===== src/rtl/alu_iter.sv =====
// alu_iter: multi-cycle ALU (FWD/ADD/AND/OR/SUB, iterative SLL/SRA, optional iterative MUL).
// Latency: 1 cycle for single-cycle ops and zero-amount shifts, 1+n for shifts by n, 1+WIDTH for MUL.
// Backpressure: in_ready only in IDLE; the result is held stable in DONE until out_ready.
//
// Build option: define ALU_MUL_EN to build the shift-add multiplier for opcode 111.
// Without it, opcode 111 completes in one cycle with result=0, err=1.
//
// Ports:
//   CLK, RESET           clock; synchronous active-high reset
//   in_valid / in_ready  operand handshake (data1, data2, operation latched on accept)
//   out_valid / out_ready result handshake (result, co, zero, ovf, err)
module alu_iter #(
    parameter int WIDTH = 8
) (
    input  logic             CLK,
    input  logic             RESET,
    input  logic             in_valid,
    output logic             in_ready,
    input  logic [WIDTH-1:0] data1,
    input  logic [WIDTH-1:0] data2,
    input  logic [2:0]       operation,
    output logic             out_valid,
    input  logic             out_ready,
    output logic [WIDTH-1:0] result,
    output logic             co,
    output logic             zero,
    output logic             ovf,
    output logic             err
);

    localparam int SHW = $clog2(WIDTH);
    // Counter must hold WIDTH for the multiplier, one bit more than a shift amount.
    localparam int CW  = SHW + 1;

    localparam logic [2:0] OP_FWD = 3'b000;
    localparam logic [2:0] OP_ADD = 3'b001;
    localparam logic [2:0] OP_AND = 3'b010;
    localparam logic [2:0] OP_OR  = 3'b011;
    localparam logic [2:0] OP_SUB = 3'b100;
    localparam logic [2:0] OP_SLL = 3'b101;
    localparam logic [2:0] OP_SRA = 3'b110;
    localparam logic [2:0] OP_MUL = 3'b111;

    typedef enum logic [1:0] {
        S_IDLE = 2'd0,
        S_EXEC = 2'd1,
        S_DONE = 2'd2
    } state_t;

    state_t r_state;
    state_t w_state_nxt;

    logic [WIDTH-1:0] r_a;
    logic [WIDTH-1:0] r_b;
    logic [2:0]       r_op;
    logic [CW-1:0]    r_cnt;
    logic             r_sco;       // last bit shifted out so far

    logic [WIDTH-1:0] r_result;
    logic             r_co;
    logic             r_zero;
    logic             r_ovf;
    logic             r_err;

    logic             w_accept;
    logic [CW-1:0]    w_init_cnt;
    logic [WIDTH:0]   w_sum;
    logic [WIDTH-1:0] w_diff;
    logic [WIDTH-1:0] w_fin_res;
    logic             w_fin_co;
    logic             w_fin_ovf;
    logic             w_fin_err;

`ifdef ALU_MUL_EN
    // {high half, low half}; the low half starts as the multiplier and is
    // consumed LSB-first as partial sums shift in from the top.
    logic [2*WIDTH-1:0] r_acc;
    logic [WIDTH:0]     w_mul_sum;

    always_comb begin
        w_mul_sum = {1'b0, r_acc[2*WIDTH-1:WIDTH]} + (r_acc[0] ? {1'b0, r_a} : {(WIDTH+1){1'b0}});
    end
`endif

    // ------------------------------------------------------------------
    // Control FSM
    // ------------------------------------------------------------------
    always_ff @(posedge CLK) begin
        if (RESET) begin
            r_state <= S_IDLE;
        end else begin
            r_state <= w_state_nxt;
        end
    end

    // Every accepted op makes one pass through EXEC. Single-cycle ops and
    // zero-amount shifts enter with counter 0, so the pass only registers
    // the result; that gives the 1 / 1+n / 1+WIDTH latencies uniformly.
    always_comb begin
        w_state_nxt = r_state;
        in_ready    = 1'b0;
        out_valid   = 1'b0;
        case (r_state)
            S_IDLE: begin
                in_ready = 1'b1;
                if (in_valid) begin
                    w_state_nxt = S_EXEC;
                end
            end
            S_EXEC: begin
                if (r_cnt == '0) begin
                    w_state_nxt = S_DONE;
                end
            end
            S_DONE: begin
                out_valid = 1'b1;
                if (out_ready) begin
                    w_state_nxt = S_IDLE;
                end
            end
            default: begin
                w_state_nxt = S_IDLE;
            end
        endcase
    end

    assign w_accept = in_valid && (r_state == S_IDLE);

    always_comb begin
        w_init_cnt = '0;
        case (operation)
            OP_SLL, OP_SRA: w_init_cnt = {1'b0, data2[SHW-1:0]};
`ifdef ALU_MUL_EN
            OP_MUL:         w_init_cnt = CW'(WIDTH);
`endif
            default:        w_init_cnt = '0;
        endcase
    end

    // ------------------------------------------------------------------
    // Final result / flags from the working registers
    // ------------------------------------------------------------------
    always_comb begin
        w_sum     = {1'b0, r_a} + {1'b0, r_b};
        w_diff    = r_a - r_b;
        w_fin_res = '0;
        w_fin_co  = 1'b0;
        w_fin_ovf = 1'b0;
        w_fin_err = 1'b0;
        case (r_op)
            OP_FWD: w_fin_res = r_b;
            OP_ADD: begin
                w_fin_res = w_sum[WIDTH-1:0];
                w_fin_co  = w_sum[WIDTH];
                // Same-sign operands producing a different-sign sum.
                w_fin_ovf = (r_a[WIDTH-1] == r_b[WIDTH-1]) && (w_sum[WIDTH-1] != r_a[WIDTH-1]);
            end
            OP_AND: w_fin_res = r_a & r_b;
            OP_OR:  w_fin_res = r_a | r_b;
            OP_SUB: begin
                w_fin_res = w_diff;
                w_fin_co  = (r_a >= r_b);
                // Opposite-sign operands where the difference takes B's sign.
                w_fin_ovf = (r_a[WIDTH-1] != r_b[WIDTH-1]) && (w_diff[WIDTH-1] != r_a[WIDTH-1]);
            end
            OP_SLL, OP_SRA: begin
                w_fin_res = r_a;
                w_fin_co  = r_sco;
            end
            OP_MUL: begin
`ifdef ALU_MUL_EN
                w_fin_res = r_acc[WIDTH-1:0];
                w_fin_co  = |r_acc[2*WIDTH-1:WIDTH];
`else
                w_fin_err = 1'b1;
`endif
            end
            default: w_fin_err = 1'b0;
        endcase
    end

    // ------------------------------------------------------------------
    // Datapath and output registers
    // ------------------------------------------------------------------
    always_ff @(posedge CLK) begin
        if (RESET) begin
            r_a      <= '0;
            r_b      <= '0;
            r_op     <= OP_FWD;
            r_cnt    <= '0;
            r_sco    <= 1'b0;
            r_result <= '0;
            r_co     <= 1'b0;
            r_zero   <= 1'b0;
            r_ovf    <= 1'b0;
            r_err    <= 1'b0;
`ifdef ALU_MUL_EN
            r_acc    <= '0;
`endif
        end else if (w_accept) begin
            r_a   <= data1;
            r_b   <= data2;
            r_op  <= operation;
            r_cnt <= w_init_cnt;
            r_sco <= 1'b0;
`ifdef ALU_MUL_EN
            r_acc <= {{WIDTH{1'b0}}, data2};
`endif
        end else if (r_state == S_EXEC) begin
            if (r_cnt != '0) begin
                r_cnt <= r_cnt - 1'b1;
                case (r_op)
                    OP_SLL: begin
                        r_sco <= r_a[WIDTH-1];
                        r_a   <= {r_a[WIDTH-2:0], 1'b0};
                    end
                    OP_SRA: begin
                        r_sco <= r_a[0];
                        r_a   <= {r_a[WIDTH-1], r_a[WIDTH-1:1]};
                    end
`ifdef ALU_MUL_EN
                    OP_MUL: begin
                        r_acc <= {w_mul_sum, r_acc[WIDTH-1:1]};
                    end
`endif
                    default: r_sco <= r_sco;
                endcase
            end else begin
                r_result <= w_fin_res;
                r_co     <= w_fin_co;
                r_zero   <= (w_fin_res == '0);
                r_ovf    <= w_fin_ovf;
                r_err    <= w_fin_err;
            end
        end
    end

    assign result = r_result;
    assign co     = r_co;
    assign zero   = r_zero;
    assign ovf    = r_ovf;
    assign err    = r_err;

endmodule


===== config.mk =====
export PLATFORM = sky130hd
export DESIGN_NAME = alu_iter
export DESIGN_NICKNAME = d
export VERILOG_FILES = /design/src/rtl/alu_iter.sv
export SDC_FILE = /design/constraint.sdc
export NUM_CORES = 1
export LEC_CHECK = 0
export ABC_AREA = 1
export ABC_CLOCK_PERIOD_IN_PS = 2420
export CORE_MARGIN = 1
export CORE_UTILIZATION = 45
export CTS_BUF_LIST = sky130_fd_sc_hd__clkbuf_8
export DETAILED_ROUTE_END_ITERATION = 7
export GPL_TIMING_DRIVEN = 0
export PLACE_DENSITY = 0.67
export SLEW_MARGIN = 25
export SYNTH_ARGS = -nofsm -noshare
export SYNTH_HDL_FRONTEND = slang
export SYNTH_SLANG_ARGS = --single-unit

===== constraint.sdc =====
create_clock -name CLK -period 2.42 [get_ports CLK]
set_clock_uncertainty 0.15 [all_clocks]
set_input_delay 0.484 -clock CLK [delete_from_list [all_inputs] [get_ports CLK]]
set_output_delay 0.484 -clock CLK [all_outputs]
set_load 0.02 [all_outputs]

==> impl_metrics.ini <==
[routing]
via_per_inst = 5.29
drc = 0
vias = 3004
dr.pass1.iters = 5
ant_nets = 0
routed_wl_um = 8220
wl_per_cell_um = 14.5
drt-initial-drc-count = 187

[placed_design]
placed_cells = 560
routabilityCongestion = 0.919
hpwl_um = 6350
dpl_cell_area_mm2 = 0.00334
port-buffer-count = 36

[synthesis]
yosys.area.top_type = dfxtp_1
synth_top_area_share_pct = 26.3
ys_top_cells_by_count = nand2_1, inv_1, nand3_1, nor2_1, dfxtp_1
yosys.area_share.simple_pct = 32.3
syn_area_mm2 = 0.00289
synthXorXnorAreaFrac_pct = 0.910
yosysUniqueCellTypes = 33
syn_nets = 500
ys.flop_type = dfxtp_1
synth_top_family_by_area = simple AND/OR/NAND/NOR gates
ys_seq_area_share_pct = 26.3
synth_compound_area_share_pct = 16.6
syn_area_per_cell_um2 = 6.43
syn-instance-count = 449
yosysWarnings = 0
synth_fa_ha_area_share_pct = 12.7
synth_edf_count = 0
muxShareOfSynthArea_pct = 0
async_flop_share_pct = 0
yosys-top-cells-area = dfxtp_1, nand2_1, ha_1, nand3_1, inv_1
synth-seq-cells = 38
yosysMostFrequentCell = nand2_1

[critical_path]
crit_path_max_fanout = 7
worstPathCellList = inv_1 -> ha_1 -> nor2_2 -> nand2_1 -> nand2_1 -> nand2_1 -> nand2_1 -> nand2_1 -> nand3_1 -> nand3_1 -> nor2_1 -> nand3_1 -> a21oi_2
crit_type = reg2reg
reg2reg_depth = 13
cp_common_cell = nand2_1
crit_path_start_kind = register
crit_family = simple AND/OR/NAND/NOR gates
slowest_stage = dfxtp_4
critical_path_depth = 13
arrival_ps = 2370
crit_required_ps = 2500
endpoint_kind = register
cp_num_buf_inv = 1
max_stage_delay_ps = 400

[global_routing]
grt_pass1_vias = 2696
antenna_found_initial = 0
grt_overflow_total = 0
track_usage_pct = 26.2
grt_max_degree = 13
grt_pass1_wl_um = 13000

[cells_and_area]
fin_cells = 568
final_util_pct = 57.7
nFillCells = 597
num-nets-final = 543
antenna_cells = 0
syn_to_final_growth_pct = 21.0
stdcell_area_mm2 = 0.00349
layout-drive-gt1-share_pct = 9.94

[clocking]
cts_buffer_depth = 2
htreeDepth = 2
cts_buffers = 5
cts.clk_slew.worst_paths_ps = 80
clock_sinks = 38
cts_tree = done
ctsHoldBuffers = 0
clk_latency_ps = 300
root_buffer = clkbuf_8

[die]
fp.dieH_um = 82.1
core_area_mm2 = 0.00606
initial_utilization_pct = 47.6
rows = 28
die_w_um = 82.1
dieArea_mm2 = 0.00674
num_io_pins = 37

[sta]
hold_violations = 0
rsz0062_at_grt = false
setup_viol_count_final = 0
worst_hold_slack_ps = 319
maxSlewViolCount = 0
fmaxAchievable_ghz = 0.436
fin_tns_setup_ps = 0
period_share_pct = 94.8
worst_pin_slew_ps = 591
period_minus_slack_ps = 2290
slew_headroom_pct = 60.2

[pwr]
ir_drop_mv = 0.366
power_density_mw_per_mm2 = 644
leakage_nw = 1.64

[run_status]
status = completed

[hold_path]
hold_depth = 2
hp-class = reg2reg

[flow_run]
cap_violations = 0
sequential cells by signal, indices dropped and copies added (netlist names):
name and cells:
ovf 1, r_op 3, result 8, r_cnt 4, r_a 8, r_state 2
co 1, zero 1, r_b 8, err 1, r_sco 1
timing repair:
action	in CTS	in global routing
pin swaps	0	0
setup endpoints to repair	1	5
resized for setup	2	22
setup buffers	0	0
worst register-to-register path, cell delays in order, from the launching register on:
cell and delay (ps):
dfxtp_4 400, inv_1 110, ha_1 360, nor2_2 180
nand2_1 100, nand2_1 130, nand2_1 110, nand2_1 100
nand2_1 50, nand3_1 70, nand3_1 120, nor2_1 110
nand3_1 90, a21oi_2 140
cell families after synthesis:
| group | after synthesis |
|---|---|
| AOI/OAI and AO/OA | 84 |
| xor gates and xnor gates | 3 |
| adders and majority gates | 28 |
| buffers and inverters | 78 |
| DFF | 38 |
| and+or+nand+nor | 218 |
power by group:
group / total [mW] / internal [mW] / switching [mW] / leakage [nW]
sequential: 0.780 / 0.706 / 0.0741 / 0.316
combinational: 0.982 / 0.364 / 0.618 / 1.28
clock: 0.488 / 0.230 / 0.258 / 0.0472
total: 2.25 / 1.30 / 0.950 / 1.64
per-stage QoR:
step | total power [mW] | setup slack [ps]
final | 2.25 | 125
after global routing | 2.41 | 8.26
after CTS | 2.22 | 13.6
after detailed placement | 1.73 | 13.1
after global placement | 1.72 | 42.8
after floorplan | 1.44 | 422
placed cells by master, fill, tap and decap left out, types with 8 or more instances in the layout:
cell type,synthesis,routed
inv_1,60,58
nor2_1,49,47
dfxtp_1,38,30
nand3_1,54,53
nand2_1,103,103
a31oi_1,8,8
o21ai_0,28,28
o211ai_1,8,8
ha_1,26,23
clkdlybuf4s50_1,0,36
a21oi_1,28,26
routing by layer:
| metal | vias up | wire length, um | track usage [%] |
|---|---|---|---|
| li1 | 1547 | - | - |
| met1 | 1335 | 3820 | 33.8 |
| met2 | 98 | 3710 | 42.6 |
| met3 | 24 | 432 | 4.07 |
| met4 | 0 | 267 | 12.5 |
| met5 | - | 0 | 0 |
path summary, 6_finish.rpt:
kind,from,to,slack (ps)
worst max-delay path,r_a[1],zero,130
worst min-delay path,err,err,320
worst max register to register,r_a[1],zero,130
worst min register to register,err,err,320
final cells by class:
type	instances	area [um2]	area share (%)
buffer	13	72.6	2.08
tap	75	93.8	2.69
inverter	65	251	7.20
sequential	38	778	22.3
timing repair buffer	36	360	10.3
multi-input combinational	333	1840	52.7
clock inverter	2	12.5	0.358
clock buffer	6	82.6	2.36
(Power assumes the default switching activity.)
==> RTL change 1, RTL diff (config.mk and constraints unchanged) <==
Set the parameter `WIDTH` to 16 (it was 8).
--- a/src/rtl/alu_iter.sv
+++ b/src/rtl/alu_iter.sv
@@ -10,7 +10,7 @@
 //   in_valid / in_ready  operand handshake (data1, data2, operation latched on accept)
 //   out_valid / out_ready result handshake (result, co, zero, ovf, err)
 module alu_iter #(
-    parameter int WIDTH = 8
+    parameter int WIDTH = 16
 ) (
     input  logic             CLK,
     input  logic             RESET,
Ports: changed (resized data1, data2 and result); port bits go from 37 to 61. No check against the original RTL was run, so the function may have changed too.
==> RTL change 1 against the original RTL <==
  * The flow now finishes with violations (negative setup slack)
  * Setup slack lost 0.15 ns
  * Synthesized cell count up 110%
  * Combinational power rose to 2.8 times the old value
  * Wire length grew 120%
  * Total power increased by 130%
  * Sequential cell count increased by 25
  * Critical endpoint unchanged
  * Synthesized area rose by 93%
  * Cell area up 110%
==> RTL change 1: results (changes against the original RTL) <==
* Port bufs at 59 (+64%)
* Top_reg_cell synth: dfxtp_1
* YS warnings at 0 (unchanged)
* HP Class: flip-flop to flip-flop
* Top cells by instance count after synthesis: nand2_1 (246), inv_1 (140), nor2_1 (94)
* Largest net degree at the start of global routing at 12 (-1)
* Initial DRT Pass Iterations at 6 (+1)
* Inserted Diodes at 0 (unchanged)
* Seq/Total Area, Yosys at 22.7% (-3.7 points)
* Outcome: finished, violations left
* GPL Wtd Cong at 0.955 (+3.9%)
* Peak VDD IR at 0.000473 V (+29%)
* Clock Latency Late Sink at 0.36 ns (+0.06 ns)
* Vias in the first global route at 5773 (+110%)
* Fin nets at 1111 (+100%)
* Routed WL at 18100 microns (+120%)
* Gr ovfl total at 0 (unchanged)
* Synth unique cells at 31 (-6.1%)
* Leakage power at 0.00343 uW (+110%)
* CP Max Fanout at 5 (-2)
* CTS clk-pin slew, worst paths at 0.08 ns (about the same)
* Adder-Cell Fraction of Synth Area at 12.6% (about the same)
* Slew margin rel. at 62.6% (+2.4 points)
* Fraction of the mapped netlist area in compound gates at 17.7% (+1.1 points)
* DP HPWL at 14300 microns (+130%)
* Initial antenna violation count at 0 (unchanged)
* Root buf cell: clkbuf_8
* Top post-synthesis cells by area: dfxtp_1 (23%), nand2_1 (17%), ha_1 (12%)
* Layout cells sized above 1 at 16.1% (+6.2 points)
* CTS buffer count at 9 (+4)
* Final setup violation count at 1 (+1)
* Initial DRC count at 510 (+170%)
* Failing checks: negative setup slack
* Max H-tree Level at 3 (+1)
* Maximum clock path buffer count at 2 (unchanged)
* First-pass GRT wire length at 29300 microns (+130%)
* Post-DP Area at 6340 sq um (+90%)
* All-Layer GR Usage at 29.2% (+3.1 points)
* Async SR Flop Fraction at 0% (unchanged)
* Arrival time of the worst setup path at 2.60 ns (+0.23 ns)
* XOR/XNOR Fraction of Synth Area at 0.472% (-0.44 points)
* Post-synthesis mux area share at 0% (unchanged)
* Post-Syn Nets at 1023 (+100%)
* Final WS setup at -0.0291 ns (-0.154 ns)
* Via count at 6278 (+110%)
-- RTL change 1: cell types whose count changed after synthesis, moves of 25 or more --
cell     before  now
nand3_1      54   85
ha_1         26   53
nor2_1       49   94
o21ai_0      28   59
inv_1        60  140
dfxtp_1      38   63
nand2_1     103  246
-- RTL change 1: metal layers --
layer	global-route usage, %	vias to the layer above	share of wire [%]	routed length, microns
li1	-	3190	-	-
met1	41.0	2837	48	8610
met2	45.2	227	43	7770
met3	5.25	24	6.7	1210
met4	9.74	0	2.6	467
met5	0	-	0	0
-- RTL change 1: per-stage QoR --
stage	power, uW	util, %	TNS [ns]	instances	setup slack (ns)
2_1_floorplan	2900	-	0	929	0.214
3_3_place_gp	3590	52.8	-2.38	1135	-0.444
3_5_place_dp	3600	52.8	-2.72	1135	-0.446
4_1_cts	4940	58.0	0	1163	0.000550
5_1_grt	5530	59.8	-0.485	1169	-0.157
6_report	5130	59.8	-0.0291	1169	-0.0291
-- RTL change 1: logic make-up after synthesis --
family / after synthesis
compound gates: 169
xor+xnor: 3
fa+ha+maj: 55
flops: 63
buf+inv: 181
simple gates: 458
-- RTL change 1: worst max-delay path, cell delays in order (launching register included) --
cell and delay (ns):
dfxtp_4 0.36, inv_1 0.15, ha_4 0.24, buf_6 0.14, nand2_1 0.06, nand2_1 0.10
a21oi_1 0.19, nand2_2 0.11, nor2_1 0.10, o21ai_1 0.12, nor2_1 0.20, nand2_1 0.10
nor2_1 0.10, nand4_1 0.13, a21oi_1 0.14
-- RTL change 1: area by class of cell --
cell class	count	area (sq um)
inverters	145	556
repair buffers	80	746
plain buffers	33	178
clock inverters	6	85.1
multi-input cells	685	3980
flip-flops and latches	63	1320
clock buffers	10	138
fillers	1192	4830
well taps	147	184
-- RTL change 1: worst paths after layout --
kind	startpoint	to	slack, ns	cells past startpoint
max	r_a[6]	zero	-0.03	14
min	co	co	0.32	2
max reg2reg	r_a[6]	zero	-0.03	14
min reg2reg	co	co	0.32	2
-- RTL change 1: power breakdown --
group          leakage, uW  internal [uW]  switching (uW)
Sequential        0.000529           1200             152
Combinational      0.00279           1040            1690
Clock             0.000114            604             443
Total              0.00343           2840            2290
-- RTL change 1: what timing repair did --
action                     CTS  global route
gates resized for setup    104            54
setup endpoints to repair   12            30
cloned                       0             1
pin swaps                   20            16
buffers inserted            15             5
==> RTL change 2, RTL diff (same flow settings) <==
Without the edit above. Re-encode `state_t` (3 states) as one-hot, 3 bits wide.
--- a/src/rtl/alu_iter.sv
+++ b/src/rtl/alu_iter.sv
@@ -41,10 +41,10 @@
     localparam logic [2:0] OP_SRA = 3'b110;
     localparam logic [2:0] OP_MUL = 3'b111;
 
-    typedef enum logic [1:0] {
-        S_IDLE = 2'd0,
-        S_EXEC = 2'd1,
-        S_DONE = 2'd2
+    typedef enum logic [2:0] {
+        S_IDLE = 3'b001,
+        S_EXEC = 3'b010,
+        S_DONE = 3'b100
     } state_t;
 
     state_t r_state;
Formal check against the unedited RTL: no difference found for any inputs over 10 cycles, from zero or initial values and one cycle with RESET high; not proved beyond that.
==> RTL change 2 against the original RTL <==
  * Setup slack worse by 0.0073 ns
  * Wire length is 0.28% higher
  * Total power is 3.0% lower
  * Non-clock buffer count is 4 higher
  * Synthesized area is 3.6% higher
  * Cell area is 4.2% higher
  * Largest cell class unchanged
  * Die area is 3.6% higher
  * Sequential cell count is 1 higher
  * Clock power is 14% higher
  * Largest power group unchanged
  * Via count is 3.0% higher
==> RTL change 2: results (changes against the original RTL) <==
* Port bufs at 35 (-2.8%)
* Post-Syn Nets at 506 (+1.2%)
* Slowest CP cell: clkdlybuf4s50_1
* GPL Wtd Cong at 0.896 (-2.6%)
* Leakage power at 0.00167 uW (+1.7%)
* Die area at 6980 sq um (+3.6%)
* Initial DRC count at 154 (-18%)
* Largest net degree at the start of global routing at 14 (+1)
* Signal inverters at 69 (+6.2%)
* Sequential Power at 752 uW (-3.6%)
* Fraction of area in multi-input gates at 52.3% (-0.45 points)
* Top cells by instance count after synthesis: nand2_1 (92), inv_1 (65), nor2_1 (55)
* Non-filler instance count after layout at 577 (+1.6%)
* Design area at 3640 sq um (+4.2%)
* Mean Syn Cell Area at 6.58 sq um (+2.3%)
* Layout cells sized above 1 at 11.2% (+1.3 points)
* NetSw at 853 uW (-10%)
* Seq/Total Area, Yosys at 26.1% (-0.26 points)
* Comb_multi_in at 331 (-0.60%)
* Dpl ws at 0.00666 ns (-0.00642 ns)
* Outcome: completed
* Slowest cell delay on critical path at 0.66 ns (+0.26 ns)
* Nonclk buf count at 53 (+8.2%)
* Via count at 3093 (+3.0%)
* Synth unique cells at 41 (+24%)
* Placed insts at 567 (+1.3%)
## RTL change 2: cells by family after synthesis
kind of cell | after synthesis | synth area share, %
AO/OA/AOI/OAI | 88 | 17.6
XOR/XNOR | 2 | 0.585
adder cells (fa/ha/maj) | 28 | 12.2
buffers and inverters | 85 | 11.9
flip-flops | 39 | 26.1
AND/OR/NAND/NOR | 213 | 31.6
## RTL change 2: timing repair
action,CTS,global route
setup endpoints to repair,1,5
pin swaps,0,4
cloned,0,0
setup buffers,0,2
gates resized for setup,1,27
hold buffers,0,0
## RTL change 2: worst paths after layout
| kind | cells after the start | start | endpoint | slack (ns) |
|---|---|---|---|---|
| setup / recovery | 3 | r_state[2] | out_valid | 0.12 |
| hold / removal | 2 | co | co | 0.32 |
| setup reg to reg | 12 | r_a[0] | zero | 0.16 |
| hold reg to reg | 2 | co | co | 0.32 |
## RTL change 2: metal layers
metal  GRT usage, %  share of wire (%)
met5              0                  0
met4           7.09                2.0
met3           3.66                5.4
met2           39.6                 46
met1           33.4                 47
